<file path="config.mk">
export PLATFORM = sky130hd
export DESIGN_NAME = seq_detect_moore_param
export DESIGN_NICKNAME = d
export VERILOG_FILES = /design/src/rtl/seq_det_pkg.sv /design/src/rtl/seq_detect_moore_param_sat_counter.sv /design/src/rtl/seq_detect_moore_param.sv
export SDC_FILE = /design/constraint.sdc
export NUM_CORES = 1
export LEC_CHECK = 0
export BUFFER_PORTS_ARGS = -buffer_cell sky130_fd_sc_hd__clkbuf_2
export CAP_MARGIN = 20
export CORE_MARGIN = 2
export CORE_UTILIZATION = 55
export DETAILED_ROUTE_END_ITERATION = 16
export PLACE_DENSITY_LB_ADDON = 0.3
export SLEW_MARGIN = 20
export SYNTH_ARGS = -nofsm -noshare
export SYNTH_HDL_FRONTEND = slang
export SYNTH_SLANG_ARGS = --single-unit
</file>
<file path="constraint.sdc">
create_clock -name CK -period 4.67 [get_ports CK]
set_input_delay 0.2335 -clock CK [delete_from_list [all_inputs] [get_ports CK]]
set_output_delay 0.2335 -clock CK [all_outputs]
set_load 0.02 [all_outputs]
</file>
<file path="src/rtl/seq_det_pkg.sv">
// Shared types and helpers for the parametrised Moore pattern detector.
// Holds the prefix-matching function used by the next-state logic.
package seq_det_pkg;

   localparam int MAX_PAT_W   = 16;
   localparam int DEF_PAT_W   = 4;
   localparam int DEF_CNT_W   = 8;
   localparam int DEF_STATE_W = $clog2(DEF_PAT_W + 1);
   localparam int DEF_CNT_MAX = (1 << DEF_CNT_W) - 1;

   typedef enum logic [1:0] {
      ACT_HOLD,
      ACT_ACCEPT,
      ACT_LOAD,
      ACT_RESET
   } act_t;

   // Longest k (k <= pat_w, k <= max_k) for which the newest k bits of {h, in_bit}
   // equal the first k pattern bits p[pat_w-1 -: k]. max_k = PS+1 keeps k inside
   // the bits actually accepted since the last reset, load or discard.
   function automatic int longest_prefix(input logic [MAX_PAT_W-1:0] h,
                                         input logic                 in_bit,
                                         input logic [MAX_PAT_W-1:0] p,
                                         input int                   pat_w,
                                         input int                   max_k);
      logic [MAX_PAT_W:0] seq;
      logic               ok;
      int                 best;
      seq  = {h, in_bit};
      best = 0;
      for (int k = 1; k <= MAX_PAT_W; k++) begin
         if (k <= pat_w && k <= max_k) begin
            ok = 1'b1;
            for (int i = 0; i < MAX_PAT_W; i++) begin
               if (i < k && seq[5'(i)] != p[4'(pat_w - k + i)])
                  ok = 1'b0;
            end
            if (ok)
               best = k;
         end
      end
      return best;
   endfunction

endpackage

</file>
<file path="src/rtl/seq_detect_moore_param_sat_counter.sv">
// Saturating up-counter with synchronous clear; clear wins over increment.
module sat_counter #(
   parameter int CNT_W = 8
) (
   input  logic             clk,
   input  logic             rst,
   input  logic             inc,
   input  logic             clr,
   output logic [CNT_W-1:0] count
);

   always_ff @(posedge clk) begin
      if (rst || clr)
         count <= '0;
      else if (inc && count != {CNT_W{1'b1}})
         count <= count + 1'b1;
   end

endmodule

</file>
<file path="src/rtl/seq_detect_moore_param.sv">
// Moore serial pattern detector: PS counts matched leading pattern bits,
// OUT is high while PS == PAT_W, completed matches feed a saturating counter.
module seq_detect_moore_param
   import seq_det_pkg::*;
#(
   parameter int               PAT_W   = 4,
   parameter logic [PAT_W-1:0] PATTERN = 4'b1011,
   parameter bit               OVERLAP = 1'b1,
   parameter int               CNT_W   = 8
) (
   input  logic                         CK,
   input  logic                         R,
   input  logic                         EN,
   input  logic                         IN,
   input  logic                         PAT_LD,
   input  logic [PAT_W-1:0]             PAT_IN,
   input  logic                         CNT_CLR,
   output logic                         OUT,
   output logic [CNT_W-1:0]             MATCH_CNT,
   output logic [$clog2(PAT_W+1)-1:0]   STATE
);

   localparam int SW = $clog2(PAT_W + 1);

   if (PAT_W < 2 || PAT_W > MAX_PAT_W) begin : g_bad_pat_w
      $error("seq_detect_moore_param: PAT_W must be in 2..%0d", MAX_PAT_W);
   end

   logic [PAT_W-1:0] p_q, p_d;
   logic [PAT_W-1:0] h_q, h_d;
   logic [SW-1:0]    ps_q, ps_d;
   logic             full;
   logic             hit;
   act_t             act;
   int               max_k;

   assign full = (ps_q == SW'(PAT_W));

   always_ff @(posedge CK) begin
      p_q  <= p_d;
      h_q  <= h_d;
      ps_q <= ps_d;
   end

   always_comb begin
      p_d   = p_q;
      h_d   = h_q;
      ps_d  = ps_q;
      hit   = 1'b0;
      max_k = 0;
      if (R)
         act = ACT_RESET;
      else if (PAT_LD)
         act = ACT_LOAD;
      else if (EN)
         act = ACT_ACCEPT;
      else
         act = ACT_HOLD;

      case (act)
         ACT_RESET: begin
            p_d  = PATTERN;
            h_d  = '0;
            ps_d = '0;
         end
         ACT_LOAD: begin
            p_d  = PAT_IN;
            h_d  = '0;
            ps_d = '0;
         end
         ACT_ACCEPT: begin
            // Non-overlap restarts from the current bit once a match has been shown.
            if (!OVERLAP && full) begin
               max_k = 1;
               h_d   = {{(PAT_W-1){1'b0}}, IN};
            end else begin
               max_k = int'(ps_q) + 1;
               h_d   = {h_q[PAT_W-2:0], IN};
            end
            ps_d = SW'(longest_prefix(MAX_PAT_W'(h_q), IN, MAX_PAT_W'(p_q), PAT_W, max_k));
            hit  = (ps_d == SW'(PAT_W));
         end
         default: ;
      endcase
   end

   sat_counter #(
      .CNT_W (CNT_W)
   ) u_cnt (
      .clk   (CK),
      .rst   (R),
      .inc   (hit),
      .clr   (CNT_CLR),
      .count (MATCH_CNT)
   );

   assign OUT   = full;
   assign STATE = ps_q;

endmodule

</file>
==> run metrics <==
status=finished clean; final period utilization=44.5%; Worst-Skew Late Latency=0.29 ns; worst setup margin=2.59 ns; minimum clock period=2.08 ns; LEAKAGE=0.451 nW; antenna violations before repair=0; number of enable flip-flop cells after synthesis=10; Power, Total=0.307 mW; Via Count=781; H-tree depth=1; Mapped Cells=100; max-slew violations=0; Diodes inserted=0; Pwr Density=257 mW/mm^2; Critical Path Start=STATE[0]; Detailed Route Iter0 Violations=14; Routed Antenna Nets=0; I/O Pins=22; Hold Buf Count CTS=0; Avg Cell Area, Syn=10.6 um^2; Max clock buf depth=2; CTS sink cnt=18; Yosys reg bits=18; fill count=168; RSZ-0062 raised after global routing=false; WP data arrival=2.22 ns; HPWL after DPL=1370 um; largest net degree at the start of global routing=13; P&R area growth vs syn=12.7%; Post-synth top flop=edfxtp_1; Critical Path End=STATE[0]; placed cell area=0.00116 mm^2; synth unique cells=32; R2R cell count=6; GRT Total Usage=17.0%; Commonest cells post-synth=edfxtp_1 (10), xnor2_1 (9), dfxtp_1 (8); worst slack, placed=2.61 ns; Final GP Congestion=0.792; synthesized area=0.00106 mm^2; final net count=138; Site Rows=15; critical-path maximum fanout=5; worst-margin pin slew=0.441 ns; Relative slew margins=70.2%; Util after Layout=67.8%; drt drc=0; GR Overflow Total=0; most frequent cell after synthesis=edfxtp_1; TNS Setup=0 ns; synth top area cells=edfxtp_1 (28%), dfxtp_1 (15%), xnor2_1 (7.4%); r2r endpoint=STATE[0]; DR pass1 iterations=4; CTS tree=done; WS Path Type=reg -> reg; Warnings, synthesis=0; max_cap viols=0; Vias/cell=5.35; Crit. End Element=register; share of the synthesized area in the top cell type=28.3%; Worst EP required=4.81 ns; Design Area, Final=0.00120 mm^2; Yosys top cell by area=edfxtp_1; Hold Worst Slack=0.193 ns; cts bufs inserted=3; Worst Skew=0.00677 ns; die footprint=0.00230 mm^2; Synth Net Count=116; post-CTS setup buffers=0; # placed instances=142; core area=0.00176 mm^2; die width=47.9 um; Post-synth ARST share=0%; VDD IR-drop max=0.203 mV; root buffer cell=clkbuf_4; reg-to-reg setup timing slack=2.59 ns; vias in the first global route=680; final wirelength=1730 um; first-pass GRT wire length=2770 um; final hold violation count=0; fmax=0.482 GHz; # resized after CTS=0; die height=47.9 um; share of cells above drive strength 1=28.1%; Layout Cells excl Fill=146; Worst setup SP type=register; Setup violations, final=0; clk slew on worst S/H paths=0.10 ns; WL/cell=11.9 um; reg2reg start=STATE[0]; sequential element share of the synthesized area=43.4%; port bufs=21; HP Class=in -> reg; Starting Density=60.1%
routing by layer:
metal | GRT usage [%] | vias up | part of all wire (%)
met5 | 0 | - | 0
met2 | 29.1 | 29 | 49
li1 | - | 398 | -
met1 | 22.5 | 352 | 45
met4 | 4.86 | 0 | 0.63
met3 | 2.26 | 2 | 6.1
flip-flops by register name, indices dropped and copies added (netlist names):
signal       cells
h_q              3
u_cnt.count      8
STATE            3
p_q              4
layout by cell type (no fill, tap or decap), types with 2 or more instances in the layout:
cell type   n
o21ai_0     4
clkbuf_4    3
or3_1       4
xnor2_1     9
o311ai_0    2
clkbuf_2   21
nand3_1     3
a21oi_1     7
and2_1      5
nand2b_1    3
nor2b_1     2
ha_1        6
nor2_1      4
nand2_1     5
or4_1       2
edfxtp_1   10
nand4_1     2
inv_1       3
or2_2       4
o31ai_1     2
dfxtp_1     8
worst min path at each step:
| stage | start | endpoint | slack [ns] | cells past startpoint |
|---|---|---|---|---|
| 6_report | PAT_IN[1] | p_q[1] | 0.19 | 2 |
| 5_1_grt | PAT_IN[1] | p_q[1] | 0.22 | 2 |
| 4_1_cts | PAT_IN[1] | p_q[1] | 0.19 | 2 |
| 3_5_place_dp | PAT_IN[1] | p_q[1] | 0.49 | 2 |
| 3_3_place_gp | u_cnt.count[7] | u_cnt.count[7] | 0.49 | 2 |
| 2_1_floorplan | PAT_IN[0] | p_q[0] | 0.41 | 1 |
area by class of cell:
cell class | count | area, um^2 | area share [%]
timing repair buffer | 21 | 105 | 8.79
tap | 25 | 31.3 | 2.62
multi-input combinational | 75 | 552 | 46.1
sequential | 18 | 460 | 38.5
clock buffer | 4 | 36.3 | 3.03
inverter | 3 | 11.3 | 0.941
critical path, cell delays in order, from the launching register on:
cell      delay, ns
edfxtp_1       0.47
ha_1           0.24
or2_2          0.29
o21a_1         0.13
o311ai_0       0.40
o311ai_0       0.21
a21oi_1        0.19
power by group:
part           total (mW)  internal (mW)  switching [mW]
logic              0.0351         0.0188          0.0163
clock network      0.0922         0.0474          0.0447
registers           0.180          0.173         0.00732
total               0.307          0.239          0.0684
logic make-up (layout without fill, tap and decap cells):
family | Yosys count | in the layout | share of synthesized area [%]
flops | 18 | 18 | 43.4
simple gates | 38 | 38 | 21.3
xor+xnor | 12 | 12 | 12.4
buf+inv | 7 | 28 | 4.60
compound gates | 18 | 18 | 10.3
mux | 1 | 1 | 0.943
fa+ha+maj | 6 | 6 | 7.08
(Power assumes the default switching activity.)
